<file path="config.mk">
export PLATFORM = sky130hd
export DESIGN_NAME = pwm_duty_scheduler_flat
export DESIGN_NICKNAME = d
export VERILOG_FILES = /design/src/rtl/pwm_duty_scheduler_if.sv /design/src/rtl/pwm_duty_scheduler.sv /design/src/flat_wrapper.sv
export SDC_FILE = /design/constraint.sdc
export NUM_CORES = 1
export LEC_CHECK = 0
export CORE_MARGIN = 1
export CORE_UTILIZATION = 40
export CTS_CLUSTER_SIZE = 8
export DETAILED_ROUTE_END_ITERATION = 8
export SKIP_CTS_REPAIR_TIMING = 1
export SLEW_MARGIN = 20
export SYNTH_ARGS = -nofsm -noshare
export SYNTH_HDL_FRONTEND = slang
export SYNTH_SLANG_ARGS = --single-unit
</file>
<file path="constraint.sdc">
create_clock -name sysclk -period 2.3 [get_ports sysclk]
set_clock_uncertainty 0.15 [all_clocks]
set_input_delay 0.345 -clock sysclk [delete_from_list [all_inputs] [get_ports sysclk]]
set_output_delay 0.345 -clock sysclk [all_outputs]
set_load 0.1 [all_outputs]
</file>
<file path="src/rtl/pwm_duty_scheduler_if.sv">
// Bus between the register decode (master) and the duty scheduler (slave).
//
// Handshake: commit_req is a single-cycle request with no ready; the
// scheduler always accepts it (starting a commit from idle, or merging it
// into a one-deep pending flag while busy). busy is high while a commit waits
// for or runs its load window, and commit_done pulses for one cycle as the
// commit finishes. duty_load is a one-cycle strobe; duty_data is valid with
// it and holds until the next strobe.
interface pwm_duty_scheduler_if #(
   parameter int CHANNELS = 4,
   parameter int WIDTH    = 16
);
   localparam int CW = (CHANNELS > 1) ? $clog2(CHANNELS) : 1;

   logic [WIDTH-1:0]    counter_value;
   logic                wr_en;
   logic [CW-1:0]       wr_chan;
   logic [WIDTH-1:0]    wr_data;
   logic                commit_req;
   logic [WIDTH-1:0]    duty_data;
   logic [CHANNELS-1:0] duty_load;
   logic                busy;
   logic                commit_done;
   logic                late;
   logic [CHANNELS-1:0] dirty;
   logic [1:0]          state_dbg;

   modport master (
      output counter_value, wr_en, wr_chan, wr_data, commit_req,
      input  duty_data, duty_load, busy, commit_done, late, dirty, state_dbg
   );

   modport slave (
      input  counter_value, wr_en, wr_chan, wr_data, commit_req,
      output duty_data, duty_load, busy, commit_done, late, dirty, state_dbg
   );
endinterface

</file>
<file path="src/rtl/pwm_duty_scheduler.sv">
// Applies shadowed duty values to a bank of lockstep countdown PWM channels,
// one channel per cycle, only inside the low window right after rollover.
module pwm_duty_scheduler #(
   parameter int CHANNELS = 4,
   parameter int WIDTH    = 16,
   parameter int START    = 65535
) (
   input  logic                  sysclk,
   input  logic                  sysreset,
   pwm_duty_scheduler_if.slave   bus
);
   localparam int CW = (CHANNELS > 1) ? $clog2(CHANNELS) : 1;

   typedef enum logic [1:0] {
      S_IDLE = 2'd0,
      S_ARM  = 2'd1,
      S_LOAD = 2'd2,
      S_DONE = 2'd3
   } state_t;

   state_t              r_state;
   state_t              w_state_nxt;
   logic [WIDTH-1:0]    r_shadow [CHANNELS];
   logic [CHANNELS-1:0] r_dirty;
   logic [CHANNELS-1:0] r_latch;
   logic [WIDTH-1:0]    r_duty_data;
   logic [CHANNELS-1:0] r_duty_load;
   logic                r_busy;
   logic                r_done;
   logic                r_late;
   logic                r_pending;
   logic                r_prev_start;

   logic                w_at_start;
   logic                w_rollover;
   logic                w_wr;
   logic [CHANNELS-1:0] w_sel_src;
   logic                w_sel_valid;
   logic [CW-1:0]       w_sel_idx;
   logic [CHANNELS-1:0] w_sel_onehot;
   logic                w_issue;
   logic                w_relatch;
   logic                w_set_late;
   logic [CHANNELS-1:0] w_dirty_nxt;

   // A rollover is the first cycle of a START level; prev_start resets high so
   // a START level already present at reset does not count.
   assign w_at_start = (bus.counter_value == WIDTH'(START));
   assign w_rollover = w_at_start && !r_prev_start;
   assign w_wr       = bus.wr_en && (int'(bus.wr_chan) < CHANNELS);

   // Pick the lowest-index candidate: all dirty channels when a window opens,
   // otherwise only what remains of the set latched for this commit.
   always_comb begin
      w_sel_src   = (r_state == S_ARM) ? r_dirty : r_latch;
      w_sel_valid = 1'b0;
      w_sel_idx   = '0;
      for (int i = CHANNELS - 1; i >= 0; i--) begin
         if (w_sel_src[i]) begin
            w_sel_valid = 1'b1;
            w_sel_idx   = CW'(i);
         end
      end
      w_sel_onehot = CHANNELS'(1) << w_sel_idx;
   end

   // State register.
   always_ff @(posedge sysclk) begin
      if (sysreset) r_state <= S_IDLE;
      else          r_state <= w_state_nxt;
   end

   // Next-state logic; an empty commit skips LOAD so it finishes at R+1.
   always_comb begin
      w_state_nxt = r_state;
      case (r_state)
         S_IDLE: if (bus.commit_req) w_state_nxt = S_ARM;
         S_ARM: begin
            if (w_rollover) w_state_nxt = w_sel_valid ? S_LOAD : S_DONE;
         end
         S_LOAD: begin
            if (!w_sel_valid)     w_state_nxt = S_DONE;
            else if (!w_at_start) w_state_nxt = S_ARM;
         end
         S_DONE: w_state_nxt = (r_pending || bus.commit_req) ? S_ARM : S_IDLE;
         default: w_state_nxt = S_IDLE;
      endcase
   end

   // Output decode: whether a load is issued this cycle and whether the
   // window closed on a partially applied commit.
   always_comb begin
      w_issue    = 1'b0;
      w_relatch  = 1'b0;
      w_set_late = 1'b0;
      case (r_state)
         S_ARM: begin
            if (w_rollover && w_sel_valid) begin
               w_issue   = 1'b1;
               w_relatch = 1'b1;
            end
         end
         S_LOAD: begin
            if (w_sel_valid) begin
               if (w_at_start) w_issue    = 1'b1;
               else            w_set_late = 1'b1;
            end
         end
         default: ;
      endcase
   end

   // Dirty flags: a load clears its channel, a same-cycle write re-sets it.
   always_comb begin
      w_dirty_nxt = r_dirty;
      if (w_issue) w_dirty_nxt = w_dirty_nxt & ~w_sel_onehot;
      if (w_wr)    w_dirty_nxt[bus.wr_chan] = 1'b1;
   end

   // Datapath and registered outputs.
   always_ff @(posedge sysclk) begin
      if (sysreset) begin
         for (int i = 0; i < CHANNELS; i++) r_shadow[i] <= '0;
         r_dirty      <= '0;
         r_latch      <= '0;
         r_duty_data  <= '0;
         r_duty_load  <= '0;
         r_busy       <= 1'b0;
         r_done       <= 1'b0;
         r_late       <= 1'b0;
         r_pending    <= 1'b0;
         r_prev_start <= 1'b1;
      end else begin
         r_prev_start <= w_at_start;
         r_dirty      <= w_dirty_nxt;
         if (w_wr) r_shadow[bus.wr_chan] <= bus.wr_data;

         if (w_relatch)    r_latch <= r_dirty & ~w_sel_onehot;
         else if (w_issue) r_latch <= r_latch & ~w_sel_onehot;

         r_duty_load <= w_issue ? w_sel_onehot : '0;
         if (w_issue) r_duty_data <= r_shadow[w_sel_idx];

         r_busy <= (w_state_nxt == S_ARM) || (w_state_nxt == S_LOAD);
         r_done <= (w_state_nxt == S_DONE);

         if (r_state == S_IDLE && bus.commit_req) r_late <= 1'b0;
         else if (w_set_late)                     r_late <= 1'b1;

         // A commit arriving in DONE goes straight to ARM, so DONE consumes it.
         if (r_state == S_DONE) r_pending <= 1'b0;
         else if (bus.commit_req && (r_state == S_ARM || r_state == S_LOAD))
            r_pending <= 1'b1;
      end
   end

   assign bus.duty_data   = r_duty_data;
   assign bus.duty_load   = r_duty_load;
   assign bus.busy        = r_busy;
   assign bus.commit_done = r_done;
   assign bus.late        = r_late;
   assign bus.dirty       = r_dirty;
   assign bus.state_dbg   = r_state;
endmodule

</file>
<file path="src/flat_wrapper.sv">
// flat-port wrapper written by rule: the top's interface ports become plain ports
module pwm_duty_scheduler_flat 
#(
   parameter int CHANNELS = 4,
   parameter int WIDTH    = 16,
   parameter int START    = 65535
)
  (sysclk, sysreset, bus_counter_value, bus_wr_en, bus_wr_chan, bus_wr_data, bus_commit_req, bus_duty_data, bus_duty_load, bus_busy, bus_commit_done, bus_late, bus_dirty, bus_state_dbg);
  pwm_duty_scheduler_if #(.CHANNELS(CHANNELS), .WIDTH(WIDTH)) bus_i ();
  input  logic sysclk;
  input  logic sysreset;
  input wire logic [$bits(bus_i.counter_value)-1:0] bus_counter_value;
  input wire logic [$bits(bus_i.wr_en)-1:0] bus_wr_en;
  input wire logic [$bits(bus_i.wr_chan)-1:0] bus_wr_chan;
  input wire logic [$bits(bus_i.wr_data)-1:0] bus_wr_data;
  input wire logic [$bits(bus_i.commit_req)-1:0] bus_commit_req;
  output wire logic [$bits(bus_i.duty_data)-1:0] bus_duty_data;
  output wire logic [$bits(bus_i.duty_load)-1:0] bus_duty_load;
  output wire logic [$bits(bus_i.busy)-1:0] bus_busy;
  output wire logic [$bits(bus_i.commit_done)-1:0] bus_commit_done;
  output wire logic [$bits(bus_i.late)-1:0] bus_late;
  output wire logic [$bits(bus_i.dirty)-1:0] bus_dirty;
  output wire logic [$bits(bus_i.state_dbg)-1:0] bus_state_dbg;
  assign bus_i.counter_value = bus_counter_value;
  assign bus_i.wr_en = bus_wr_en;
  assign bus_i.wr_chan = bus_wr_chan;
  assign bus_i.wr_data = bus_wr_data;
  assign bus_i.commit_req = bus_commit_req;
  assign bus_duty_data = bus_i.duty_data;
  assign bus_duty_load = bus_i.duty_load;
  assign bus_busy = bus_i.busy;
  assign bus_commit_done = bus_i.commit_done;
  assign bus_late = bus_i.late;
  assign bus_dirty = bus_i.dirty;
  assign bus_state_dbg = bus_i.state_dbg;
  pwm_duty_scheduler #(.CHANNELS(CHANNELS), .WIDTH(WIDTH), .START(START)) u_core (.sysclk(sysclk), .sysreset(sysreset), .bus(bus_i));
endmodule
</file>
### Word-level counts from Yosys, hierarchy flattened

Memory sizes are Yosys's and may differ from the RTL's. A register that Yosys moved wholly into a read port is not among the register bits.
Cells that the tools add are included.

* order comparisons: 2
* eq/ne operators: 7
* shift operators: 1
* muxes and demuxes: 38
* bitwise gates (word level): 5
* reductions and logical operators: 15

Operators by type and width (count)
* $mux 1: 20
* $mux 4: 5
* $mux 2: 9
* $eq 16x16->1 const B: 1
* $mux 16: 1
* $reduce_or 16->1: 1
* $and 4x4->4: 2
* $eq 2x2->1 const B: 4
* $pmux 2 s4: 1
* $reduce_or 2->1: 3
* $logic_and 1x1->1: 5
* $eq 2x1->1 const B: 2
* $not 4->4: 1
* $or 4x4->4: 1
* $shl 1x2->4 const A: 1
* $logic_or 1x1->1: 3
* $lt 2x3->1 const B: 1
* $demux 1 s2: 1
* $ge 2x1->1 const B: 1
* $logic_not 2->1: 1
* $pmux 1 s2: 1
* $reduce_bool 2->1: 1
* $logic_not 1->1: 1
* $not 1->1: 1

* flip-flop bits (word level): 19
* RAM bits: 64
* input bits: 38
* output and inout bits: 29
* logic and storage cells: 78
* memories kept: 1

Memory list
* u_core.r_shadow: words 4, bits a word 16, read ports 1, clocked after memory_dff 1, write ports 4, line pwm_duty_scheduler.sv:23 `logic [WIDTH-1:0] r_shadow [CHANNELS];`

### Depth between registers and ports, before layout

* word-level depth: 12
* depth in mapped cells: 10
* mapped depth without buffers: 9

### Worst setup path before layout

No wires, ideal clock.

* kind: register to register
* start: reg u_core.r_state[1] (netlist: u_core.bus.state_dbg[1])
* end: reg u_core.r_busy (netlist: u_core.bus.busy)
* arrival: 2.837 ns
* slack: -0.816 ns
* stages on the path, launching flop included: 10
* cells stage by stage: dfxtp_1 -> inv_1 -> ha_1 -> or3_1 -> nand2_2 -> nand3_1 -> mux2_2 -> a21oi_1 -> ha_1 -> nor2b_1

* longest elaborated chain between the ends: 11
* elaborated cells between the ends (all ways): 18

RTL lines
* start, declared: line pwm_duty_scheduler.sv:21 `state_t r_state;`
* start signal, assigned: line pwm_duty_scheduler.sv:70 `else r_state <= w_state_nxt;`
* $eq 2x1->1: line pwm_duty_scheduler.sv:55, pwm_duty_scheduler.sv:76
* $mux 4: line pwm_duty_scheduler.sv:55 `w_sel_src = (r_state == S_ARM) ? r_dirty : r_latch;`
* $mux 1 (4 in series): line pwm_duty_scheduler.sv:59 `if (w_sel_src[i]) begin`
* $mux 1: line pwm_duty_scheduler.sv:79 `if (w_rollover) w_state_nxt = w_sel_valid ? S_LOAD : S_DONE;`
* $mux 2: line pwm_duty_scheduler.sv:79
* $pmux 2 s4 *: line pwm_duty_scheduler.sv:76 `case (r_state)`
* via u_core.w_state_nxt[0]: line pwm_duty_scheduler.sv:22 `state_t w_state_nxt;`
* $eq 2x1->1 / $eq 2x2->1 (equally long branches): line pwm_duty_scheduler.sv:144 `r_busy <= (w_state_nxt == S_ARM) || (w_state_nxt == S_LOAD);`
* $logic_or 1x1->1 *: line pwm_duty_scheduler.sv:144
* end signal, assigned: line pwm_duty_scheduler.sv:144
* end, declared: line pwm_duty_scheduler.sv:28 `logic r_busy;`

Mark *: on every way through the listed nets, which the timed path passes. The rest lies on a longest branch.
A chain may end at the register's enable or synchronous reset.

### Worst setup path after layout

* start: reg u_core.r_state[1] (netlist: u_core.bus.state_dbg[1])
* end: reg u_core.r_duty_data[14] (netlist: u_core.bus.duty_data[14]), read port of u_core.r_shadow

* longest elaborated chain between the ends: 9
* elaborated cells between the ends (all ways): 15

RTL lines
* $eq 2x1->1: line pwm_duty_scheduler.sv:55, pwm_duty_scheduler.sv:96
* $mux 4: line pwm_duty_scheduler.sv:55
* $mux 1 (4 in series): line pwm_duty_scheduler.sv:59
* $logic_and 1x1->1: line pwm_duty_scheduler.sv:98 `if (w_rollover && w_sel_valid) begin`
* $mux 1: line pwm_duty_scheduler.sv:98
* $pmux 1 s2: line pwm_duty_scheduler.sv:96 `case (r_state)`
* end, declared: line pwm_duty_scheduler.sv:26 `logic [WIDTH-1:0] r_duty_data;`

Several ways; a longest one is shown, not always the timed one.

==> summary.md <==
| Metric | Value |
|---|---|
| Total number of clock tree sinks | 99 |
| Clock transition at path regs | 110 ps |
| Share of layout cells above drive strength 1 | 27.3% |
| First-pass GRT wire length | 16100 um |
| Leakage power | 0.00205 uW |
| Net count after synthesis | 390 |
| Total via count in the routed design | 3081 |
| Sequential-to-total area share from yosys stat | 60.5% |
| Number of vias per cell | 5.28 |
| Initial standard-cell utilization of the core | 41.6% |
| Number of synthesized register bits | 99 |
| Compound-gate portion of the synthesized area | 14.7% |
| Post-synthesis share of cell area spent on and, or, nand and nor gates | 19.6% |
| Count of cells along the worst hold path | 1 |
| Number of different library cells in the post-synthesis netlist | 44 |
| Largest family of logic cells by synthesized area | simple AND/OR/NAND/NOR gates |
| Die Wd | 106 um |
| Clock latency on the worst-skew pair | 360 ps |
| Die Area | 0.0113 sq mm |
| Detail Placement HPWL | 6960 um |
| Fraction of synthesized area in multiplexers | 0.490% |
| Number of cells on the worst reg-to-reg path | 9 |
| Final weighted congestion in routability-driven placement | 0.846 |
| Total wirelength of the detailed-routed design | 10100 um |
| Root buffer cell | sky130_fd_sc_hd__clkbuf_8 |
| Hold Slack | 364 ps |
| Delay of the slowest cell on the worst path | 420 ps |
| Number of antenna violations at the first check in global routing | 0 |
| Inserted Diodes | 0 |
| Slew margin rel. | 57.4% |
| Achievable frequency | 0.447 GHz |
| Clk buf depth | 2 |
| Actual slew at the worst max-slew pin | 636 ps |
| Slowest-stage cell, CP | sky130_fd_sc_hd__a222oi_1 |
| Power per cell area | 809 mW/mm^2 |
| Count of final hold-check violations | 0 |
| Worst endpoint required time | 2380 ps |
| Design Power | 4550 uW |
| CTS tree | done |
| NumNets Final | 486 |
| Period minus WS final | 2240 ps |
| Fraction of the core area covered by cells at the end of the flow | 54.0% |
| Post-synthesis share of cell area spent on full adders, half adders and majority gates | 1.73% |
| Filler cells | 925 |
| GRT Residual Overflow | 0 |
| Arrival time reported for the critical path endpoint | 2320 ps |
| Maximum number of pins on one net before global-route repair | 20 |
| Mapped cell area | 0.00434 sq mm |
| Vias in the first global route | 3060 |
| Synthesized instance count | 346 |
| Remaining DRCs | 0 |
| Site row count | 37 |
| Leading cell types in the layout, fill and taps excluded | sky130_fd_sc_hd__and2_1, sky130_fd_sc_hd__edfxtp_1, sky130_fd_sc_hd__buf_4 |
| Detailed Route Iter0 Violations | 170 |
| Yosys warning count | 0 |
| Final instance area | 0.00563 sq mm |
| Core area | 0.0104 sq mm |
| Fraction of the cycle the final worst path needs | 97.3% |
| Number of endpoints failing setup at the final stage | 0 |
| DR pass1 iterations | 8 |
| Max-slew violations | 0 |
| Critical Path End Type | flip-flop |
| Port bufs | 66 |
| Boundary Pins | 67 |
| Global Route Usage Sum | 18.9% |
| Setup Total Neg Slack | 0 ps |
| Worst Hold Class | reg -> reg |
| Depth of the CTS H-tree | 3 |
| Worst voltage drop across the vdd grid | 0.775 mV |
| Clock buffers created by TritonCTS | 9 |
| Post-synthesis share of cell area spent on xor and xnor gates | 0% |
| Worst-path cell chain | inv_4, ha_4, or3b_4, nand2_4, buf_4, and2_1, buf_12, a222oi_1, a311oi_2 |
| Run status | completed |
| Post-synthesis average cell area | 12.5 sq um |
| Count of nets left with antenna violations after detail routing | 0 |
| Vertical die dimension | 106 um |
| Leading cell type in the layout, fill and taps excluded | sky130_fd_sc_hd__and2_1 |
| Routed WL per cell | 17.4 um |
| Placed standard-cell area | 0.00536 sq mm |
| Number of max-cap violations | 0 |
| Critical path fanouts, max | 17 |
| Startpoint kind of the worst setup timing path | flip-flop |
| Worst setup path class | reg -> reg |
| Area grow syn2layout | 29.8% |
metrics by stage:
step	cells	worst slack, ps
after CTS	580	13.4
after floorplan	346	-34.9
after global routing	583	-4.53
after global placement	564	-29.2
after detailed placement	564	-80.2
final	583	63.0
area by class of cell:
class	instances	area, sq um	share of cell area, %
Inverter	7	28.8	0.511
Multi-Input combinational cell	223	1630	28.9
Clock buffer	9	124	2.20
Clock inverter	7	91.3	1.62
Timing Repair Buffer	102	950	16.9
Tap cell	136	170	3.02
Sequential cell	99	2640	46.8
critical path, delay by kind of cell (launching register included):
| kind | cells | cell delay [ps] |
|---|---|---|
| buffers and inverters | 3 | 330 |
| and+or+nand+nor | 3 | 490 |
| adders and majority gates | 1 | 170 |
| DFF | 1 | 370 |
| AOI/OAI and AO/OA | 2 | 580 |
worst paths after layout:
path	start	to	slack (ps)
max	u_core.bus.state_dbg[1]	u_core.bus.duty_data[14]	60
min	u_core.bus.dirty[0]	u_core.bus.dirty[0]	360
max reg2reg	u_core.bus.state_dbg[1]	u_core.bus.duty_data[14]	60
min reg2reg	u_core.bus.dirty[0]	u_core.bus.dirty[0]	360
layer usage:
| layer | track usage (%) | share of wire (%) | vias up |
|---|---|---|---|
| li1 | - | - | 1486 |
| met1 | 24.0 | 45 | 1490 |
| met2 | 33.3 | 50 | 92 |
| met3 | 2.82 | 4.5 | 13 |
| met4 | 5.65 | 1.3 | 0 |
| met5 | 0 | 0 | - |
registers in the layout, indices dropped and copies added (netlist names):
| signal | count |
|---|---|
| u_core.r_latch | 4 |
| u_core.bus.state_dbg | 2 |
| u_core.r_prev_start | 1 |
| u_core.r_pending | 1 |
| u_core.bus.commit_done | 1 |
| u_core.bus.dirty | 4 |
| u_core.bus.duty_load | 4 |
| u_core.r_shadow | 64 |
| u_core.bus.late | 1 |
| u_core.bus.duty_data | 16 |
| u_core.bus.busy | 1 |
synth_stat cells:
cell	number	area, sq um
sky130_fd_sc_hd__a211oi_1	3	22.5
sky130_fd_sc_hd__a21o_1	2	15.0
sky130_fd_sc_hd__a21oi_1	9	45.0
sky130_fd_sc_hd__a21oi_2	1	8.76
sky130_fd_sc_hd__a21oi_4	1	16.3
sky130_fd_sc_hd__a222oi_1	16	160
sky130_fd_sc_hd__a311oi_2	16	240
sky130_fd_sc_hd__a31o_2	2	17.5
sky130_fd_sc_hd__a31oi_1	1	6.26
sky130_fd_sc_hd__a32oi_1	1	8.76
sky130_fd_sc_hd__and2_1	66	413
sky130_fd_sc_hd__and3_1	2	12.5
sky130_fd_sc_hd__and4_4	1	11.3
sky130_fd_sc_hd__buf_1	2	7.51
sky130_fd_sc_hd__buf_2	1	5.00
sky130_fd_sc_hd__buf_4	3	22.5
sky130_fd_sc_hd__buf_6	4	45.0
sky130_fd_sc_hd__clkbuf_1	7	26.3
sky130_fd_sc_hd__dfxtp_1	35	701
sky130_fd_sc_hd__edfxtp_1	64	1920
sky130_fd_sc_hd__ha_1	6	75.1
sky130_fd_sc_hd__inv_1	7	26.3
sky130_fd_sc_hd__mux2_2	1	11.3
sky130_fd_sc_hd__mux2i_1	1	10.0
sky130_fd_sc_hd__nand2_1	26	97.6
sky130_fd_sc_hd__nand2_2	1	6.26
sky130_fd_sc_hd__nand2b_1	2	12.5
sky130_fd_sc_hd__nand3_1	3	15.0
sky130_fd_sc_hd__nand3b_1	2	15.0
sky130_fd_sc_hd__nand4_1	7	43.8
sky130_fd_sc_hd__nor2_1	22	82.6
sky130_fd_sc_hd__nor2b_1	4	25.0
sky130_fd_sc_hd__nor3_1	5	25.0
sky130_fd_sc_hd__nor3b_1	4	30.0
sky130_fd_sc_hd__o211ai_1	4	30.0
sky130_fd_sc_hd__o21a_1	2	15.0
sky130_fd_sc_hd__o21ai_0	1	5.00
sky130_fd_sc_hd__o21ai_2	1	8.76
sky130_fd_sc_hd__o2bb2ai_4	1	27.5
sky130_fd_sc_hd__o32ai_1	1	8.76
sky130_fd_sc_hd__or2_2	3	18.8
sky130_fd_sc_hd__or3_1	2	12.5
sky130_fd_sc_hd__or3b_1	2	17.5
sky130_fd_sc_hd__or3b_4	1	11.3
where the power goes:
| group | internal (uW) | leakage (uW) | switching, uW |
|---|---|---|---|
| registers | 2030 | 0.000909 | 53.6 |
| clock network | 530 | 0.000105 | 662 |
| logic | 511 | 0.00104 | 764 |
cells by family after synthesis:
kind of cell             after synthesis
buffers and inverters                 24
AO/OA/AOI/OAI                         62
adder cells (fa/ha/maj)                6
flip-flops                            99
AND/OR/NAND/NOR                      153
multiplexers                           2
Power figures use the tool's default switching activity.
